### src/rtl/pc_next_unit.sv
// Next-PC selection with redirect flush and an optional circular return-address stack.
// Define PC_NEXT_RAS_EN to build the return stack; otherwise returns target ret_addr_i.
module pc_next_unit #(
  parameter int unsigned     PC_W      = 16,
  parameter logic [PC_W-1:0] RESET_PC  = '0,
  parameter int unsigned     RAS_DEPTH = 4
) (
  input  logic                       clk,
  input  logic                       rst_n,
  input  logic [1:0]                 PCSrc,
  input  logic                       stall_i,
  input  logic [PC_W-1:0]            jump_tgt_i,
  input  logic [PC_W-1:0]            br_tgt_i,
  input  logic                       call_i,
  input  logic [PC_W-1:0]            link_addr_i,
  input  logic [PC_W-1:0]            ret_addr_i,
  output logic [PC_W-1:0]            pc_o,
  output logic                       flush_o,
  output logic [$clog2(RAS_DEPTH):0] ras_cnt_o,
  output logic                       ras_err_o
);

  localparam int unsigned CNT_W = $clog2(RAS_DEPTH) + 1;

  logic            redirect;
  logic [PC_W-1:0] ret_tgt;
  logic [PC_W-1:0] tgt_sel;
  logic [PC_W-1:0] pc_nxt;

  assign redirect = (PCSrc != 2'b00);

  always_comb begin
    tgt_sel = jump_tgt_i;
    case (PCSrc)
      2'b10:   tgt_sel = br_tgt_i;
      2'b11:   tgt_sel = ret_tgt;
      default: tgt_sel = jump_tgt_i;
    endcase
    if (redirect)
      pc_nxt = tgt_sel;
    else if (stall_i)
      pc_nxt = pc_o;
    else
      pc_nxt = pc_o + PC_W'(1);
  end

  // Fetch PC register; a redirect overrides stall and flushes IF/ID next cycle
  always_ff @(posedge clk or negedge rst_n) begin
    if (!rst_n) begin
      pc_o    <= RESET_PC;
      flush_o <= 1'b0;
    end else begin
      pc_o    <= pc_nxt;
      flush_o <= redirect;
    end
  end

`ifdef PC_NEXT_RAS_EN
  localparam int unsigned PTR_W = $clog2(RAS_DEPTH);

  logic [PC_W-1:0]  ras_mem [RAS_DEPTH];
  logic [PTR_W-1:0] sp;
  logic [CNT_W-1:0] cnt;
  logic             err;
  logic             push;
  logic             pop;
  logic             empty;
  logic             full;
  logic             unused_ret;

  assign push       = (PCSrc == 2'b01) && call_i;
  assign pop        = (PCSrc == 2'b11);
  assign empty      = (cnt == '0);
  assign full       = (cnt == CNT_W'(RAS_DEPTH));
  assign ret_tgt    = empty ? RESET_PC : ras_mem[sp - PTR_W'(1)];
  assign unused_ret = ^ret_addr_i;

  // sp always points at the next free slot; when full that slot holds the oldest entry
  always_ff @(posedge clk) begin
    if (push)
      ras_mem[sp] <= link_addr_i;
  end

  always_ff @(posedge clk or negedge rst_n) begin
    if (!rst_n) begin
      sp  <= '0;
      cnt <= '0;
      err <= 1'b0;
    end else if (push) begin
      sp <= sp + PTR_W'(1);
      if (full)
        err <= 1'b1;
      else
        cnt <= cnt + CNT_W'(1);
    end else if (pop) begin
      if (empty) begin
        err <= 1'b1;
      end else begin
        sp  <= sp - PTR_W'(1);
        cnt <= cnt - CNT_W'(1);
      end
    end
  end

  assign ras_cnt_o = cnt;
  assign ras_err_o = err;
`else
  logic unused_ras;

  assign ret_tgt    = ret_addr_i;
  assign unused_ras = call_i ^ (^link_addr_i);
  assign ras_cnt_o  = '0;
  assign ras_err_o  = 1'b0;
`endif

endmodule

### config.mk
export PLATFORM = sky130hd
export DESIGN_NAME = pc_next_unit
export DESIGN_NICKNAME = d
export VERILOG_FILES = /design/src/rtl/pc_next_unit.sv
export SDC_FILE = /design/constraint.sdc
export NUM_CORES = 1
export LEC_CHECK = 0
export BUFFER_PORTS_ARGS = -buffer_cell sky130_fd_sc_hd__buf_4
export CAP_MARGIN = 40
export CORE_ASPECT_RATIO = 0.9
export CORE_MARGIN = 1.5
export CORE_UTILIZATION = 45
export DETAILED_ROUTE_END_ITERATION = 8
export PLACE_DENSITY = 0.95
export SETUP_SLACK_MARGIN = 0.5
export SLEW_MARGIN = 20
export SYNTH_ARGS = -nofsm -noshare
export SYNTH_HDL_FRONTEND = slang
export SYNTH_SLANG_ARGS = --single-unit
### constraint.sdc
create_clock -name clk -period 2.65 [get_ports clk]
set_clock_uncertainty 0.05 [all_clocks]
set_input_delay 0.265 -clock clk [delete_from_list [all_inputs] [get_ports clk]]
set_output_delay 0.265 -clock clk [all_outputs]
set_load 0.05 [all_outputs]
==> insert_results.sql, run 1 <==
INSERT INTO impl_metrics (metric_group, metric, value, unit) VALUES
('placement', 'dp_slack', '0.9509', 'ns'),
('clock_tree', 'clock_path_buffers', '2', ''),
('clock_tree', 'cts.htree.levels', '1', ''),
('min_path', 'hp-class', 'input port to register', ''),
('finish', 'commonest_cells_after_routing_fill_and_taps_aside', 'sky130_fd_sc_hd__buf_4, sky130_fd_sc_hd__a21oi_1, sky130_fd_sc_hd__dfrtp_1', ''),
('power_and_ir_drop', 'internal_power', '521.1', 'uW'),
('global_route', 'grt_overflow', '0', ''),
('sta', 'fmax', '573.6', 'MHz'),
('global_route', 'globalRouteTotalUtil', '0.2425', ''),
('sta', 'layout_setup_ws', '0.9065', 'ns'),
('placement', 'post-dp-hpwl', '2891', 'um'),
('placement', 'placement.cell_area', '1851', 'um^2'),
('logic_synthesis', 'post_synth.cell_area_avg', '9.195', 'um^2'),
('critical_path', 'critical_path_arrival', '1.87', 'ns'),
('finish', 'layout-area-overhead-vs-synth', '40.54', '%'),
('critical_path', 'crit_required', '2.78', 'ns'),
('power_and_ir_drop', 'power.ir.vdd_worst', '0.3774', 'mV'),
('min_path', 'worst_hold_path.num_cells', '2', ''),
('status', 'status', 'complete, no violations', ''),
('finish', 'final_nets', '284', ''),
('placement', 'io_buffer_count', '69', ''),
('critical_path', 'critical_path.max_fanout', '6', ''),
('sta', 'fin_crit_sh', '0.6579', ''),
('clock_tree', 'cts-buffers-inserted', '3', ''),
('finish', 'most_common_cell_after_layout_fill_and_taps_aside', 'sky130_fd_sc_hd__buf_4', ''),
('drt', 'drt_iter0_drc', '49', ''),
('global_route', 'grt_pass1_vias', '1333', ''),
('finish', 'register_area', '425.4', 'um^2'),
('finish', 'multi_input_area', '827.0', 'um^2'),
('sta', 'setup_repair_after_global_routing_missed_its_margin', 'no', ''),
('min_path', 'hold_path_end', 'pc_o[2]$_DFFE_PN0P_', ''),
('power_and_ir_drop', 'pwr-share-seq', '0.381', ''),
('clock_tree', 'clkLatencyLatePin', '0.29', 'ns'),
('floorplan', 'fp.dieH', '54.82', 'um'),
('floorplan', 'floorplan.die.width', '60.58', 'um'),
('critical_path', 'critPathCaptureType', 'register', ''),
('drt', 'vias', '1401', ''),
('power_and_ir_drop', 'switching_share', '0.4077', ''),
('drt', 'drt_first_pass_iters', '4', ''),
('global_route', 'grt_start_max_net_pins', '19', ''),
('clock_tree', 'cts_resized', '0', ''),
('finish', 'antenna-diode-count', '0', ''),
('finish', 'final_area', '1887', 'um^2'),
('logic_synthesis', 'number_of_standard_cells_after_synthesis', '146', ''),
('drt', 'via_density_per_instance', '5.560', ''),
('power_and_ir_drop', 'static-leakage-power', '0.0008714', 'uW'),
('clock_tree', 'clock_transition_time_at_the_flip_flop_clock_pins_of_the_worst_setup_and_hold_paths', '0.10', 'ns'),
('critical_path', 'r2r_cells', '5', ''),
('critical_path', 'reg2reg_from', 'pc_o[0]$_DFFE_PN0P_', ''),
('placement', 'place_congestion', '0.8091', ''),
('floorplan', 'floorplan.core_area', '2793', 'um^2'),
('clock_tree', 'tritoncts', 'done', ''),
('critical_path', 'cp-start-kind', 'register', ''),
('floorplan', 'num_rows', '18', ''),
('global_route', 'first_pass_grt_wire_length', '5968', 'um'),
('critical_path', 'worst_r2r_setup_slack', '0.91', 'ns'),
('finish', 'final_non_filler_cells', '252', ''),
('power_and_ir_drop', 'power.share.combinational', '0.457', ''),
('power_and_ir_drop', 'net_switching_power', '358.7', 'uW'),
('global_route', 'number_of_antenna_violations_at_the_first_check_in_global_routing', '0', ''),
('drt', 'post-route-drc-count', '0', ''),
('placement', 'numPlacedInstances', '247', ''),
('drt', 'drt-total-wl', '3833', 'um'),
('finish', 'final.fill_count', '246', ''),
('power_and_ir_drop', 'power.share.clock', '0.162', ''),
('sta', 'timing.final.crit_period', '1.744', 'ns'),
('clock_tree', 'total_of_hold_buffers_inserted_after_clock_tree_synthesis', '1', ''),
('logic_synthesis', 'yosys_warnings', '0', ''),
('min_path', 'worstHoldStart', 'br_tgt_i[2]', ''),
('power_and_ir_drop', 'p_per_area', '466.3', 'nW/um^2'),
('critical_path', 'worst-setup-path-type', 'register to register', '');
power groups by stage:
stage                     Clock [uW]  Combinational (uW)  Sequential, uW
after global placement             0                 392             337
final                            142                 402             335
after CTS                        146                 403             334
after detailed placement           0                 401             339
after floorplan                    0                 146             449
after global routing             158                 430             340
layout make-up:
| type | count | share of cell area |
|---|---|---|
| multi-input cells | 116 | 0.4383 |
| repair buffers | 73 | 0.2918 |
| flip-flops and latches | 17 | 0.2255 |
| well taps | 40 | 0.02653 |
| clock buffers | 4 | 0.01393 |
| inverters | 2 | 0.003979 |
critical path: stages, from the launching register on:
cell	delay (ns)
sky130_fd_sc_hd__dfrtp_1	0.46
sky130_fd_sc_hd__ha_1	0.25
sky130_fd_sc_hd__nand4_1	0.23
sky130_fd_sc_hd__or2_2	0.37
sky130_fd_sc_hd__o21ai_0	0.18
sky130_fd_sc_hd__a21oi_1	0.09
logic make-up (layout without fill, tap and decap cells):
logic type	Yosys count	in the layout	share of synthesized area
other	1	4	0.002793
adders and majority gates	1	1	0.009318
xor gates and xnor gates	2	2	0.01305
buffers and inverters	16	79	0.07548
muxes	17	17	0.1817
DFF	17	17	0.3169
and+or+nand+nor	39	39	0.1547
AOI/OAI and AO/OA	53	53	0.2460
layer usage:
| layer | track usage | vias up | part of all wire |
|---|---|---|---|
| met5 | 0 | - | 0 |
| met2 | 0.4283 | 63 | 0.50 |
| met1 | 0.3025 | 658 | 0.42 |
| li1 | - | 674 | - |
| met3 | 0.06147 | 6 | 0.073 |
| met4 | 0.04348 | 0 | 0.0070 |
stage by stage:
stage | hold WS [ns] | power, uW | util
4_1_cts | 0.2328 | 883.8 | 0.6756
6_report | 0.2355 | 879.9 | 0.6756
2_1_floorplan | -0.08059 | 595.6 | -
5_1_grt | 0.2288 | 927.9 | 0.6756
3_3_place_gp | 0.08765 | 728.9 | 0.6626
3_5_place_dp | 0.09553 | 740.0 | 0.6626
registers in the layout, summed over array words and instances, names as in the netlist:
register  cells
pc_o         16
flush_o       1
cells in the mapped netlist, drive strengths merged:
master | number | area share
a21oi | 18 | 0.067
dfrtp | 17 | 0.32
mux2 | 13 | 0.11
buf | 12 | 0.064
a22oi | 10 | 0.056
o21ai | 10 | 0.037
nand2 | 9 | 0.025
nor2 | 9 | 0.025
a31oi | 5 | 0.023
and3 | 5 | 0.031
mux4 | 4 | 0.067
nand2b | 3 | 0.014
nand3 | 3 | 0.011
nand4 | 3 | 0.014
o22a | 3 | 0.020
a22o | 2 | 0.013
a2bb2oi | 2 | 0.013
clkbuf | 2 | 0.0056
inv | 2 | 0.0056
nor2b | 2 | 0.0093
o31ai | 2 | 0.011
xnor2 | 2 | 0.013
and2 | 1 | 0.0047
and4 | 1 | 0.0065
conb | 1 | 0.0028
ha | 1 | 0.0093
nor3 | 1 | 0.0037
o21a | 1 | 0.0056
or2 | 1 | 0.0047
or2b | 1 | 0.0056
worst max path at each step:
stage,startpoint,depth (start not counted),to
floorplan,pc_o[0]$_DFFE_PN0P_,3,pc_o[1]$_DFFE_PN0P_
global placement,pc_o[0]$_DFFE_PN0P_,5,pc_o[6]$_DFFE_PN0P_
detailed placement,pc_o[0]$_DFFE_PN0P_,5,pc_o[6]$_DFFE_PN0P_
CTS,pc_o[0]$_DFFE_PN0P_,5,pc_o[6]$_DFFE_PN0P_
global route,pc_o[0]$_DFFE_PN0P_,5,pc_o[6]$_DFFE_PN0P_
finish,pc_o[0]$_DFFE_PN0P_,5,pc_o[10]$_DFFE_PN0P_
No activity file was read; power rests on OpenSTA's default activity.
==> inputs of run 2 (changes only) <==
ABC_AREA = 1   (was not set)
CORE_UTILIZATION = 44   (was 45)
PLACE_DENSITY = 0.92   (was 0.95)
clock period = 1.63 ns   (was 2.65 ns; I/O delays follow)
==> run 2 against run 1 <==
Area after synthesis grew 16%. Sequential share of layout area shrank 4.3 points. Worst hold slack lost 0.058 ns. Largest cell class unchanged. Sequential cell count is the same. Critical path type unchanged. Global-route usage is 0.88 points higher.
==> insert_results.sql, run 2 <==
INSERT INTO impl_metrics (metric_group, metric, value, unit) VALUES
('sta', 'fin_crit_sh', '0.8672', ''),
('finish', 'largest-register', 'pc_o', ''),
('global_route', 'globalRouteTotalUtil', '0.2513', ''),
('logic_synthesis', 'post_synth_arst_share', '1.000', ''),
('floorplan', 'initial_core_util', '0.4607', ''),
('critical_path', 'critPathCaptureType', 'register', ''),
('logic_synthesis', 'synth.cells.most_frequent', 'sky130_fd_sc_hd__nand2_1, sky130_fd_sc_hd__a21oi_1, sky130_fd_sc_hd__nand3_1', ''),
('drt', 'drt_first_pass_iters', '4', ''),
('floorplan', 'die_area', '3904', 'um^2'),
('finish', 'final_non_filler_cells', '368', ''),
('global_route', 'grt_use_met3', '0.06274', ''),
('logic_synthesis', 'dominantRegCellSynth', 'sky130_fd_sc_hd__dfrtp_1', ''),
('critical_path', 'cp_delay_by_family_top', 'flip-flops', ''),
('drt', 'drt_iter0_drc', '103', ''),
('logic_synthesis', 'synth_cell_type_count', '30', ''),
('floorplan', 'io_pins', '91', ''),
('critical_path', 'worst_r2r_setup_slack', '0.22', 'ns'),
('finish', 'antenna-diode-count', '0', ''),
('critical_path', 'slowest_delay', '0.45', 'ns'),
('critical_path', 'worst-setup-path-type', 'register to register', ''),
('clock_tree', 'cts.htree.levels', '1', ''),
('placement', 'dp_slack', '0.2424', 'ns'),
('power_and_ir_drop', 'power.ir.vdd_worst', '0.5052', 'mV'),
('critical_path', 'reg2reg_from', 'pc_o[3]$_DFFE_PN0P_', ''),
('floorplan', 'fp.dieH', '59.43', 'um'),
('job', 'timing.max_cap.violations', '0', ''),
('logic_synthesis', 'synth_seq_cells', '17', ''),
('power_and_ir_drop', 'static-leakage-power', '0.001176', 'uW'),
('global_route', 'grt_overflow', '0', ''),
('placement', 'numPlacedInstances', '342', ''),
('logic_synthesis', 'post_synth.cell_area_avg', '6.567', 'um^2'),
('floorplan', 'floorplan.die.width', '65.70', 'um'),
('finish', 'top_regs', 'pc_o x16, flush_o x1', ''),
('logic_synthesis', 'netlist_area', '1556', 'um^2'),
('floorplan', 'floorplan.core_area', '3378', 'um^2'),
('clock_tree', 'cts-buffers-inserted', '3', ''),
('finish', 'layout-area-overhead-vs-synth', '56.59', '%'),
('floorplan', 'num_rows', '20', ''),
('global_route', 'grt.met2_usage', '0.4762', ''),
('logic_synthesis', 'number_of_standard_cells_after_synthesis', '237', ''),
('logic_synthesis', 'yosysTopAreaCell', 'sky130_fd_sc_hd__dfrtp_1', ''),
('logic_synthesis', 'netlist_top_cells_area', 'sky130_fd_sc_hd__dfrtp_1, sky130_fd_sc_hd__nand2_1, sky130_fd_sc_hd__a21oi_1', ''),
('clock_tree', 'root_buffer', 'sky130_fd_sc_hd__clkbuf_8', ''),
('logic_synthesis', 'synth-edff-count', '0', ''),
('placement', 'post-dp-hpwl', '3299', 'um'),
('sta', 'setup_repair_after_global_routing_missed_its_margin', 'yes', ''),
('sta', 'report.final.setup_viol', '0', ''),
('drt', 'drt-total-wl', '4946', 'um'),
('sta', 'timing.final.crit_period', '1.414', 'ns'),
('sta', 'finalHoldViolations', '0', ''),
('status', 'status', 'complete, no violations', ''),
('min_path', 'hold_path_end', 'pc_o[2]$_DFFE_PN0P_', ''),
('finish', 'drive_above_1_share', '0.4537', ''),
('global_route', 'global_route.usage.met1', '0.2700', ''),
('global_route', 'grt_start_max_net_pins', '21', ''),
('clock_tree', 'clock_path_buffers', '2', ''),
('drt', 'ant_nets', '0', ''),
('min_path', 'worst_hold_path.num_cells', '3', ''),
('critical_path', 'critical_path.slowest_cell', 'sky130_fd_sc_hd__dfrtp_2', ''),
('global_route', 'first_pass_grt_wire_length', '7734', 'um'),
('finish', 'largest_register_ff_count', '16', ''),
('critical_path', 'critical_path.max_fanout', '6', ''),
('finish', 'layout.core_utilization', '0.7215', ''),
('critical_path', 'cp_buf_inv_count', '0', ''),
('drt', 'routed_wire_length_per_instance', '13.44', 'um'),
('logic_synthesis', 'yosys_warnings', '0', ''),
('finish', 'most_common_cell_after_layout_fill_and_taps_aside', 'sky130_fd_sc_hd__buf_4', ''),
('placement', 'io_buffer_count', '69', ''),
('finish', 'final_nets', '396', ''),
('min_path', 'hp-class', 'input port to register', ''),
('clock_tree', 'clock_transition_time_at_the_flip_flop_clock_pins_of_the_worst_setup_and_hold_paths', '0.07', 'ns'),
('finish', 'final.fill_count', '271', ''),
('critical_path', 'crit_required', '1.76', 'ns'),
('logic_synthesis', 'synth.yosys.seq_area_share', '0.2733', ''),
('sta', 'fin_tns_setup', '0', 'ns'),
('critical_path', 'reg2reg_to', 'pc_o[11]$_DFFE_PN0P_', ''),
('clock_tree', 'clock_sinks', '17', ''),
('critical_path', 'worstPathCellList', 'nand2_4 > nor2_2 > nand2_2 > o21bai_1 > nand3_1 > a21oi_1', ''),
('global_route', 'number_of_antenna_violations_at_the_first_check_in_global_routing', '0', ''),
('sta', 'slew_violations', '0', ''),
('global_route', 'grt_pass1_vias', '1885', ''),
('sta', 'layout_setup_ws', '0.2165', 'ns'),
('drt', 'via_density_per_instance', '5.198', ''),
('logic_synthesis', 'top_count_cell_post_synth', 'sky130_fd_sc_hd__nand2_1', ''),
('critical_path', 'critical_path_arrival', '1.55', 'ns'),
('clock_tree', 'tritoncts', 'done', ''),
('drt', 'post-route-drc-count', '0', ''),
('min_path', 'worstHoldStart', 'stall_i', ''),
('logic_synthesis', 'share_of_yosys_cell_area_claimed_by_the_top_area_cell_type', '0.2733', ''),
('drt', 'vias', '1913', ''),
('finish', 'commonest_cells_after_routing_fill_and_taps_aside', 'sky130_fd_sc_hd__buf_4, sky130_fd_sc_hd__nand2_1, sky130_fd_sc_hd__nand3_1, sky130_fd_sc_hd__a21oi_1, sky130_fd_sc_hd__nor2_1', ''),
('clock_tree', 'clkLatencyLatePin', '0.26', 'ns'),
('critical_path', 'cp-start-kind', 'register', ''),
('placement', 'place_congestion', '0.8700', ''),
('sta', 'fmax', '707.4', 'MHz'),
('global_route', 'grt_most_used_layer', 'met2', ''),
('critical_path', 'r2r_cells', '6', ''),
('power_and_ir_drop', 'p_per_area', '747.8', 'nW/um^2');
-- run 2: cell count changes after synthesis, sizes merged, moves of 3 or more --
cell / change
a31oi: -5
o22a: -3
a22oi: -9
mux4: -4
mux2: -13
nor2: +19
nand2: +71
a21oi: +11
inv: +18
and3: -5
nand2b: -3
o21ai: -3
nand3: +24
-- run 2: worst min-delay path, cell delays in order --
cell	delay, ns
sky130_fd_sc_hd__buf_4	0.09
sky130_fd_sc_hd__o21ai_1	0.06
sky130_fd_sc_hd__a21oi_1	0.13
-- run 2: worst max path at each step --
stage | startpoint | to | slack (ns) | cells after the start
finish | pc_o[3]$_DFFE_PN0P_ | pc_o[11]$_DFFE_PN0P_ | 0.22 | 6
floorplan | pc_o[1]$_DFFE_PN0P_ | pc_o[8]$_DFFE_PN0P_ | 0.21 | 7
global route | pc_o[0]$_DFFE_PN0P_ | pc_o[11]$_DFFE_PN0P_ | 0.15 | 6
CTS | pc_o[1]$_DFFE_PN0P_ | pc_o[8]$_DFFE_PN0P_ | 0.36 | 7
detailed placement | PCSrc[1] | pc_o[14]$_DFFE_PN0P_ | 0.24 | 7
global placement | PCSrc[1] | pc_o[6]$_DFFE_PN0P_ | 0.27 | 7
-- run 2: repair_timing --
item,in CTS,in global routing
endpoints found under the setup margin,20,28
gates resized for setup,12,24
pin swaps,13,7
buffers inserted,12,9
gates cloned,0,0
hold endpoints to repair,17,0
hold buffers,1,0
-- run 2: per-stage QoR --
step,cell area [um^2],power [uW],hold WS (ns)
final,2437,1823,0.1775
after CTS,2273,1712,0.1590
after global routing,2437,1912,0.1985
after detailed placement,2083,1308,-0.007640
after floorplan,1619,1064,-0.1826
after global placement,2083,1287,-0.008872
-- run 2: power breakdown --
group	internal [uW]	switching (uW)	leakage (uW)
Sequential	486	91.4	0.000186
Combinational	398	517	0.000965
Clock	170	160	0.0000255
-- run 2: cell type report --
class	instances	area [um^2]	share of cell area
Tap cell	44	55.05	0.02259
Clock buffer	3	41.29	0.01694
Inverter	20	85.08	0.03491
Clock inverter	1	5.005	0.002053
Multi-Input combinational cell	191	1035	0.4245
Timing Repair Buffer	92	772.0	0.3167
Sequential cell	17	444.2	0.1822
-- run 2: per-layer routing --
metal	wire [um]	vias to the layer above
li1	-	939
met1	1871	887
met2	2639	68
met3	269	19
met4	165	0
met5	0	-
-- run 2: logic make-up (layout without fill, tap and decap cells) --
kind of cell	count (synthesis)	in the layout	share of synthesized area
AOI/OAI and AO/OA	43	43	0.1592
xor gates and xnor gates	4	4	0.02251
adders and majority gates	1	1	0.008037
buffers and inverters	32	116	0.1262
DFF	17	17	0.2733
other	1	4	0.002409
and+or+nand+nor	139	139	0.4084
